**src/rtl/conf_ctrl.sv**
```systemverilog
// UART configuration-frame controller: collects NUM_BYTES received bytes, loads them
// into the configuration register and optionally echoes the loaded frame back over TX.
module conf_ctrl #(
   parameter int NUM_BYTES = 11,
   parameter int TIMEOUT   = 1000000,
   parameter bit ECHO      = 1'b1
) (
   input  logic clk,
   input  logic rst_n,
   input  logic rx_dv,
   input  logic tx_busy,
   output logic tx_start,
   output logic shift_rxregs,
   output logic load_confregs,
   output logic load_txregs,
   output logic shift_txregs,
   output logic frame_done,
   output logic frame_err,
   output logic overrun,
   output logic busy
);

   localparam int CW = $clog2(NUM_BYTES + 1);
   localparam int TW = $clog2(TIMEOUT + 1);
   localparam logic [CW-1:0] LAST_BYTE = CW'(NUM_BYTES);
   localparam logic [TW-1:0] TIMER_MAX = TW'(TIMEOUT - 1);

   typedef enum logic [2:0] {
      IDLE, RX, LOAD, TXLOAD, TXREQ, TXWAIT_HI, TXWAIT_LO, TXSHIFT
   } state_t;

   state_t          state;
   logic [CW-1:0]   byte_cnt;
   logic [CW-1:0]   tx_cnt;
   logic [TW-1:0]   timer;

   // Pulses are registered, so each one is high during the state it belongs to.
   // NOTE: all state and outputs use non-blocking assignments so every branch sees pre-edge values.
   always_ff @(posedge clk or negedge rst_n) begin
      if (!rst_n) begin
         state         <= IDLE;
         byte_cnt      <= '0;
         tx_cnt        <= '0;
         timer         <= '0;
         tx_start      <= 1'b0;
         shift_rxregs  <= 1'b0;
         load_confregs <= 1'b0;
         load_txregs   <= 1'b0;
         shift_txregs  <= 1'b0;
         frame_done    <= 1'b0;
         frame_err     <= 1'b0;
         overrun       <= 1'b0;
      end else begin
         tx_start      <= 1'b0;
         shift_rxregs  <= 1'b0;
         load_confregs <= 1'b0;
         load_txregs   <= 1'b0;
         shift_txregs  <= 1'b0;
         frame_done    <= 1'b0;
         frame_err     <= 1'b0;
         overrun       <= 1'b0;

         case (state)
            IDLE, RX: begin
               if (state == RX && byte_cnt == LAST_BYTE) begin
                  // Frame complete: a byte arriving now has nowhere to go.
                  state         <= LOAD;
                  load_confregs <= 1'b1;
                  frame_done    <= 1'b1;
                  byte_cnt      <= '0;
                  timer         <= '0;
                  overrun       <= rx_dv;
               end else if (rx_dv) begin
                  // A byte on the expiry cycle wins over the timeout.
                  state        <= RX;
                  shift_rxregs <= 1'b1;
                  byte_cnt     <= byte_cnt + 1'b1;
                  timer        <= '0;
               end else if (state == RX && byte_cnt != '0) begin
                  if (timer == TIMER_MAX) begin
                     state     <= IDLE;
                     frame_err <= 1'b1;
                     byte_cnt  <= '0;
                     timer     <= '0;
                  end else begin
                     timer <= timer + 1'b1;
                  end
               end
            end
            LOAD: begin
               if (ECHO) begin
                  state       <= TXLOAD;
                  load_txregs <= 1'b1;
                  tx_cnt      <= '0;
               end else begin
                  state <= IDLE;
               end
            end
            TXLOAD: state <= TXREQ;
            TXREQ: begin
               if (!tx_busy) begin
                  state    <= TXWAIT_HI;
                  tx_start <= 1'b1;
               end
            end
            TXWAIT_HI: if (tx_busy) state <= TXWAIT_LO;
            TXWAIT_LO: begin
               if (!tx_busy) begin
                  state        <= TXSHIFT;
                  shift_txregs <= 1'b1;
                  tx_cnt       <= tx_cnt + 1'b1;
               end
            end
            TXSHIFT: state <= (tx_cnt == LAST_BYTE) ? IDLE : TXREQ;
            default: state <= IDLE;
         endcase

         if (state inside {LOAD, TXLOAD, TXREQ, TXWAIT_HI, TXWAIT_LO, TXSHIFT})
            overrun <= rx_dv;
      end
   end

   assign busy = (state != IDLE);

endmodule

```
**config.mk**
```make
export PLATFORM = sky130hd
export DESIGN_NAME = conf_ctrl
export DESIGN_NICKNAME = d
export VERILOG_FILES = /design/src/rtl/conf_ctrl.sv
export SDC_FILE = /design/constraint.sdc
export NUM_CORES = 1
export LEC_CHECK = 0
export BUFFER_PORTS_ARGS = -buffer_cell sky130_fd_sc_hd__buf_4
export CORE_UTILIZATION = 32
export CTS_CLUSTER_DIAMETER = 60
export DETAILED_ROUTE_END_ITERATION = 12
export PLACE_DENSITY_LB_ADDON = 0.08
export SYNTH_ARGS = -nofsm -noshare
export SYNTH_HDL_FRONTEND = slang
export SYNTH_SLANG_ARGS = --single-unit
```
**constraint.sdc**
```tcl
create_clock -name clk -period 2.8 [get_ports clk]
set_input_delay 0.42 -clock clk [delete_from_list [all_inputs] [get_ports clk]]
set_output_delay 0.42 -clock clk [all_outputs]
set_load 0.01 [all_outputs]
```
# Word-level counts from Yosys, hierarchy flattened
# Cells that the tools add are included.
dict set report classes {
  n_addsub 3
  eq_ne 15
  mux 36
  reduce_logical 14
}
# cell count
set ops {}
lappend ops {{20-bit 2-to-1 mux} 4}
lappend ops {{3-bit 2-to-1 mux} 8}
lappend ops {{3-bit one-hot mux with 7 select lines} 1}
lappend ops {{20-bit by 1-bit adder with 20-bit output, second input constant} 1}
lappend ops {{20-bit equality test, second input constant} 1}
lappend ops {{4-bit 2-to-1 mux} 5}
lappend ops {{1-bit 2-to-1 mux} 17}
lappend ops {{3-bit equality test, second input constant} 4}
lappend ops {{3-bit nonzero test} 3}
lappend ops {{4-bit by 1-bit adder with 4-bit output, second input constant} 2}
lappend ops {{4-bit equality test, second input constant} 2}
lappend ops {{4-bit inequality test, second input constant} 2}
lappend ops {{4-bit one-hot mux with 2 select lines} 1}
lappend ops {{3-bit by 2-bit equality test with 1-bit output, second input constant} 2}
lappend ops {{2-bit inequality test, second input constant} 3}
lappend ops {{6-bit nonzero test} 1}
lappend ops {{5-bit AND reduction} 1}
lappend ops {{2-bit AND reduction} 2}
lappend ops {{4-bit nonzero test} 1}
lappend ops {{3-bit by 1-bit equality test with 1-bit output, second input constant} 1}
lappend ops {{3-bit zero test} 1}
lappend ops {{3-bit AND reduction} 1}
lappend ops {{1-bit logical AND} 2}
lappend ops {{2-bit nonzero test} 1}
lappend ops {{2-bit OR reduction} 1}
dict set report word_totals {
  regBits 38
  out_inout_bits 9
}

# Logic depth before layout (Yosys ltp)
# Gate-level depths: netlist of the first run.
dict set report logic_depth {
  depth_word 6
  mapped_depth 8
  ltp_nobuf 7
}

# Least setup slack after synthesis of the first run
# No wires, ideal clock.
dict set report synth_timing {
  path_kind {reg-to-reg}
  start {register byte_cnt[0]}
  end {register timer[8]}
  t_arrival_ps 1776
  t_required_ps 2669
  slack_ps 893
  path_stages_with_launch 9
  period_less_slack_ps 1907
  path_cell_list {dfrtp_1 -> inv_1 -> ha_1 -> nor4b_1 -> or4_1 -> clkbuf_1 -> and2_1 -> a31oi_4 -> o31ai_1}
}
dict set report synth_between {
  elab_chain_len 4
  word_cells_on_any_way 7
  cone_classes {eq/ne (1); mux (1); reduce/logical (5)}
}
# element line
set synth_rtl {}
lappend synth_rtl {{start, declared} 33} ;# logic [CW-1:0] byte_cnt;
lappend synth_rtl {{start signal, assigned} 77} ;# byte_cnt <= byte_cnt + 1'b1;
lappend synth_rtl {{4-bit equality test or 4-bit nonzero test (tied branches)} {65, 79}}
lappend synth_rtl {{1-bit logical AND, on equally long branches} {65, 79}}
lappend synth_rtl {{3-bit nonzero test (no line)} n/a}
lappend synth_rtl {{2-bit AND reduction (no line)} n/a}
lappend synth_rtl {{end signal, assigned} 86} ;# timer <= timer + 1'b1;
lappend synth_rtl {{end, declared} 35} ;# logic [TW-1:0] timer;
# Parallel ways exist; a longest one is shown, timed or not.
# A chain may end at the register's enable or synchronous reset.

# Final worst setup path of the first run
# Ends and elaborated chain as after synthesis.

==> impl_metrics.py, run 1 <==
metrics = {
    "outcome": {
        "status": "complete, no violations",
    },
    "floorplan": {
        "die_w_microns": 83,
        "die_area_sq_um": 6890,
        "core_area_sq_um": 6350,
        "io_pins": 13,
        "core.rowCount": 29,
        "die_y_microns": 83,
        "initial_core_util": 0.331,
    },
    "critical_path": {
        "arrival_ns": 2.44,
        "critPathLaunchType": "register",
        "path_class": "register to register",
        "cp_max_fo": 15,
        "crit_path_end_kind": "register",
        "crit_required_ns": 2.97,
    },
    "global_routing": {
        "grt_first_pass_wirelength_microns": 8270,
        "antenna_found_initial": 0,
        "track_usage": 0.151,
        "gr-total-overflow": 0,
        "grt_start_max_net_pins": 39,
        "grt_pass1_vias": 1624,
    },
    "timing": {
        "finClkSkew_ns": 0.00921,
        "period_share": 0.811,
        "setup_viol": 0,
        "slew_headroom": 0.592,
        "tightest_slew_ns": 0.612,
        "rsz0062_at_grt": "false",
        "drv_slew": 0,
        "setup_tns_ns": 0,
        "setup_ws_ns": 0.529,
        "max_freq_mhz": 440,
        "whs_ns": 0.0882,
        "hold_viol_final": 0,
        "post-route-min-period_ns": 2.27,
    },
    "clock_network": {
        "cts_resized": 0,
        "clock_sinks": 38,
        "numCtsBuffers": 5,
        "clockBufferDepth": 2,
        "clockRootBuffer": "clkbuf_8",
        "cts_tree": "built",
        "path_clk_slew_ns": 0.08,
        "cts_max_level": 2,
        "ctsHoldBuffers": 0,
        "cts_setup_buffers": 0,
        "clk-insertion-delay-late_ns": 0.29,
    },
    "layout": {
        "area_growth_pct": 13.5,
        "drive_above_1_share": 0.155,
        "num_antenna_cells": 0,
        "nNetsFinal": 240,
    },
    "drt": {
        "antenna_left": 0,
        "routed_wl_microns": 4840,
        "num_vias": 1685,
        "drcViolationCount": 0,
        "dr.first_iter.drc_count": 93,
        "vias_per_cell": 5.44,
        "wl_per_cell_microns": 15.6,
        "first_pass_iters": 4,
    },
    "pwr": {
        "max-vdd-ir-drop_uv": 299,
        "p_leak_nw": 0.986,
        "p_per_area_nw_per_um2": 788,
        "power_w": 0.00188,
    },
    "min_path": {
        "hp-class": "primary input to asynchronous set/reset pin",
    },
    "placement": {
        "gp_congestion": 0.745,
        "dp_hpwl_microns": 3310,
        "pre_cts_ws_ns": 0.529,
        "io_buffer_count": 12,
    },
    "yosys": {
        "yosys_warnings": 0,
        "synth_ff_type": "dfrtp_1",
        "netlist_instances": 222,
        "async_reset_ff_frac": 1.00,
        "seq_area_frac_synth": 0.453,
        "syn_nets": 230,
        "ys_ff_latch": 38,
        "ys_types": 47,
        "synth_edf_count": 0,
        "syn_area_sq_um": 2100,
        "avgSynthCellArea_sq_um": 9.46,
    },
    "flow_run": {
        "cap_violations": 0,
    },
}
==> logic make-up after synthesis <==
family	synth area share
fa+ha+maj	0.0238
simple gates	0.268
flops	0.453
xor+xnor	0.0250
compound gates	0.167
buf+inv	0.0524
mux	0.0107
==> registers in the layout (all words and copies together) (netlist names) <==
| name | cells |
|---|---|
| shift_rxregs | 1 |
| byte_cnt | 4 |
| load_txregs | 1 |
| shift_txregs | 1 |
| overrun | 1 |
| tx_cnt | 4 |
| frame_done | 1 |
| frame_err | 1 |
| timer | 20 |
| tx_start | 1 |
| state | 3 |
==> critical path, cell delays in order (launching register included) <==
cell     delay, ns
dfrtp_1       0.40
inv_1         0.06
ha_1          0.20
nor4b_1       0.16
or4_1         0.80
and2_1        0.32
a31oi_4       0.13
o31ai_1       0.09
==> metal layers <==
metal,GRT usage,wire [microns]
met1,0.217,2470
met2,0.220,2150
met3,0.0308,143
met4,0.0611,74
met5,0,0
==> Yosys cell counts, types with 2 or more instances <==
library cell  number  share of area
buf_6              2          0.011
o311ai_2           5          0.039
or4_1              2         0.0071
clkbuf_1           4         0.0071
xor2_1             5          0.021
mux2_2             2          0.011
nand4_1           13          0.039
ha_1               4          0.024
nand3_1           17          0.041
nand2b_1           3         0.0089
and3_1             3         0.0089
a21oi_1            7          0.017
a22o_1             5          0.021
inv_1              9          0.016
o31ai_1            2         0.0071
or3_1              3         0.0089
buf_2              4         0.0095
nor4_1             2         0.0060
a31oi_1            2         0.0060
o21ai_1            4         0.0095
nor3_1             6          0.014
nand4b_1           2         0.0083
nand3b_1           2         0.0071
dfrtp_1           38           0.45
buf_4              2         0.0071
and2_1             3         0.0089
o21ai_0           12          0.029
nor2_1            17          0.030
a21o_1             3          0.011
nand2_1           22          0.039
==> metrics by stage <==
step,instances,utilization,area (sq um)
finish,310,0.375,2380
global route,310,0.375,2380
CTS,310,0.375,2380
detailed placement,302,0.353,2240
global placement,302,0.353,2240
floorplan,222,-,2100
==> cells in the final DEF, fill, tap and decap left out, types with 4 or more instances in the layout <==
cell type | Yosys | final
inv_1 | 9 | 9
o21ai_0 | 12 | 12
nand4_1 | 13 | 13
a22o_1 | 5 | 5
clkbuf_8 | 0 | 6
nand3_1 | 17 | 17
ha_1 | 4 | 4
o21ai_1 | 4 | 4
xor2_1 | 5 | 5
a21oi_1 | 7 | 7
buf_4 | 2 | 16
nor2_1 | 17 | 17
dfrtp_1 | 38 | 38
nor3_1 | 6 | 6
o311ai_2 | 5 | 5
nand2_1 | 22 | 22
==> power breakdown <==
| group | leakage (nW) | internal, W | total [W] | switching, W |
|---|---|---|---|---|
| combinational | 0.427 | 0.000218 | 0.000489 | 0.000271 |
| sequential | 0.487 | 0.000664 | 0.000811 | 0.000147 |
| clock | 0.0714 | 0.000380 | 0.000577 | 0.000197 |
| total | 0.986 | 0.00126 | 0.00188 | 0.000615 |
==> cell type report <==
class,count,area [sq um]
Clock inverter,2,60.1
Clock buffer,6,82.6
Inverter,9,33.8
Sequential cell,38,951
Tap cell,77,96.3
Timing Repair Buffer,16,120
Fill cell,646,3970
Multi-Input combinational cell,162,1040
==> worst paths after layout <==
check	startpoint	endpoint	slack [ns]	cells past startpoint
min in group clk	rx_dv	byte_cnt[1]$_DFFE_PN0P_	0.44	3
max in group asynchronous	rst_n	byte_cnt[0]$_DFFE_PN0P_	2.35	1
worst min-delay path	rst_n	frame_err$_DFF_PN0_	0.09	1
worst max-delay path	byte_cnt[0]$_DFFE_PN0P_	timer[8]$_DFFE_PN0P_	0.53	7
worst max register to register	byte_cnt[0]$_DFFE_PN0P_	timer[8]$_DFFE_PN0P_	0.53	7
worst min register to register	timer[1]$_DFFE_PN0P_	timer[1]$_DFFE_PN0P_	0.54	2
(Power assumes the default switching activity.)
==> run 2, diff against run 1 <==
clock period = 2.3 ns   (was 2.8 ns; I/O delays follow)
==> impl_metrics.py, run 2 (same netlist as run 1, synthesis figures left out) <==
metrics = {
    "outcome": {
        "status": "complete, no violations",
    },
    "layout": {
        "area_growth_pct": 13.6,
        "multi_input_area_sq_um": 1040,
        "final_common_cell": "dfrtp_1",
        "seqCellArea_sq_um": 951,
        "layout_common_cells": "dfrtp_1, buf_4, nand2_1",
        "reg_top3": "timer x20, byte_cnt x4, tx_cnt x4",
        "largest-register": "timer",
        "fillers": 648,
        "drive_above_1_share": 0.183,
        "largest_register_ffs": 20,
        "num_antenna_cells": 0,
        "nNetsFinal": 249,
        "instances_no_fill": 318,
    },
    "timing": {
        "finClkSkew_ns": 0.00549,
        "post-route-min-period_ns": 2.04,
        "period_share": 0.887,
        "rsz0062_at_grt": "false",
        "tightest_slew_ns": 0.504,
        "setup_viol": 0,
        "setup_ws_ns": 0.261,
        "hold_viol_final": 0,
        "setup_tns_ns": 0,
        "max_freq_mhz": 490,
        "slew_headroom": 0.664,
        "drv_slew": 0,
    },
    "placement": {
        "gp_congestion": 0.780,
        "dp_hpwl_microns": 3400,
        "place_inst": 311,
        "pre_cts_ws_ns": 0.276,
        "io_buffer_count": 12,
    },
    "global_routing": {
        "grt_first_pass_wirelength_microns": 8560,
        "antenna_found_initial": 0,
        "gr-total-overflow": 0,
        "grt_start_max_net_pins": 39,
        "grt_pass1_vias": 1672,
        "track_usage": 0.155,
    },
    "drt": {
        "first_pass_iters": 4,
        "antenna_left": 0,
        "wl_per_cell_microns": 15.3,
        "num_vias": 1707,
        "dr.first_iter.drc_count": 80,
        "drcViolationCount": 0,
        "routed_wl_microns": 4870,
        "vias_per_cell": 5.37,
    },
    "flow_run": {
        "cap_violations": 0,
    },
    "critical_path": {
        "crit_required_ns": 2.48,
        "arrival_ns": 2.22,
        "max_stage_delay_ns": 0.55,
        "r2r_cells": 7,
        "timing.critical_path.buf_inv": 2,
        "crit_path_end_kind": "register",
        "crit_family": "simple AND/OR/NAND/NOR gates",
        "critPathLaunchType": "register",
        "path_class": "register to register",
        "cp_max_fo": 7,
        "timing.critical_path.depth": 7,
        "crit_chain": "inv_1 -> ha_1 -> nor4b_1 -> or4_1 -> buf_4 -> nor2_4 -> o21ai_0",
        "cp_slowest_cell": "or4_1",
    },
    "clock_network": {
        "cts_tree": "built",
        "clock_sinks": 38,
        "clockRootBuffer": "clkbuf_8",
        "clk-insertion-delay-late_ns": 0.29,
        "clockBufferDepth": 2,
        "numCtsBuffers": 5,
        "cts_resized": 0,
        "cts_setup_buffers": 0,
        "ctsHoldBuffers": 0,
        "path_clk_slew_ns": 0.08,
        "cts_max_level": 2,
    },
    "pwr": {
        "max-vdd-ir-drop_uv": 423,
        "p_leak_nw": 1.00,
        "p_per_area_nw_per_um2": 864,
    },
    "floorplan": {
        "core_area_sq_um": 6350,
        "io_pins": 13,
        "die_w_microns": 83,
        "die_y_microns": 83,
        "die_area_sq_um": 6890,
        "core.rowCount": 29,
        "initial_core_util": 0.331,
    },
    "min_path": {
        "hp-class": "primary input to asynchronous set/reset pin",
    },
}
run 2: cell count changes in the layout (fill, tap and decap cells not counted):
cell,change
bufinv_16,-2
clkbuf_8,-1
buf_4,+9
clkinv_2,+2
run 2: metrics by stage:
step,hold slack (ns),util,area (sq um),total power (W)
floorplan,0.0494,-,2100,0.00141
global placement,0.360,0.363,2310,0.00163
detailed placement,0.358,0.363,2310,0.00164
CTS,0.0289,0.376,2390,0.00210
global route,0.0600,0.376,2390,0.00222
finish,0.0133,0.376,2390,0.00206
run 2: worst paths after layout:
path / from / end / slack [ns]
max: byte_cnt[0]$_DFFE_PN0P_ / byte_cnt[1]$_DFFE_PN0P_ / 0.26
min: rst_n / frame_err$_DFF_PN0_ / 0.01
max reg2reg: byte_cnt[0]$_DFFE_PN0P_ / byte_cnt[1]$_DFFE_PN0P_ / 0.26
min reg2reg: timer[1]$_DFFE_PN0P_ / timer[1]$_DFFE_PN0P_ / 0.53
max in group asynchronous: rst_n / timer[19]$_DFFE_PN0P_ / 1.93
min in group clk: tx_busy / shift_txregs$_DFF_PN0_ / 0.36
run 2: power breakdown:
group	switching (W)	internal, W	total, W
logic	0.000350	0.000291	0.000641
clock network	0.000239	0.000204	0.000442
registers	0.000170	0.000808	0.000979
total	0.000759	0.00130	0.00206
run 2: cell type report:
| class | instances | share of cell area |
|---|---|---|
| clock buffers | 5 | 0.0288 |
| flip-flops and latches | 38 | 0.399 |
| repair buffers | 25 | 0.0787 |
| inverters | 9 | 0.0142 |
| well taps | 77 | 0.0404 |
| clock inverters | 2 | 0.00420 |
| multi-input cells | 162 | 0.435 |
run 2: per-layer routing:
layer,global-route usage,vias to the layer above,share of wire,wire [microns]
li1,-,844,-,-
met1,0.220,837,0.51,2500
met2,0.235,20,0.45,2170
met3,0.0328,6,0.026,127
met4,0.0517,0,0.014,67
met5,0,-,0,0
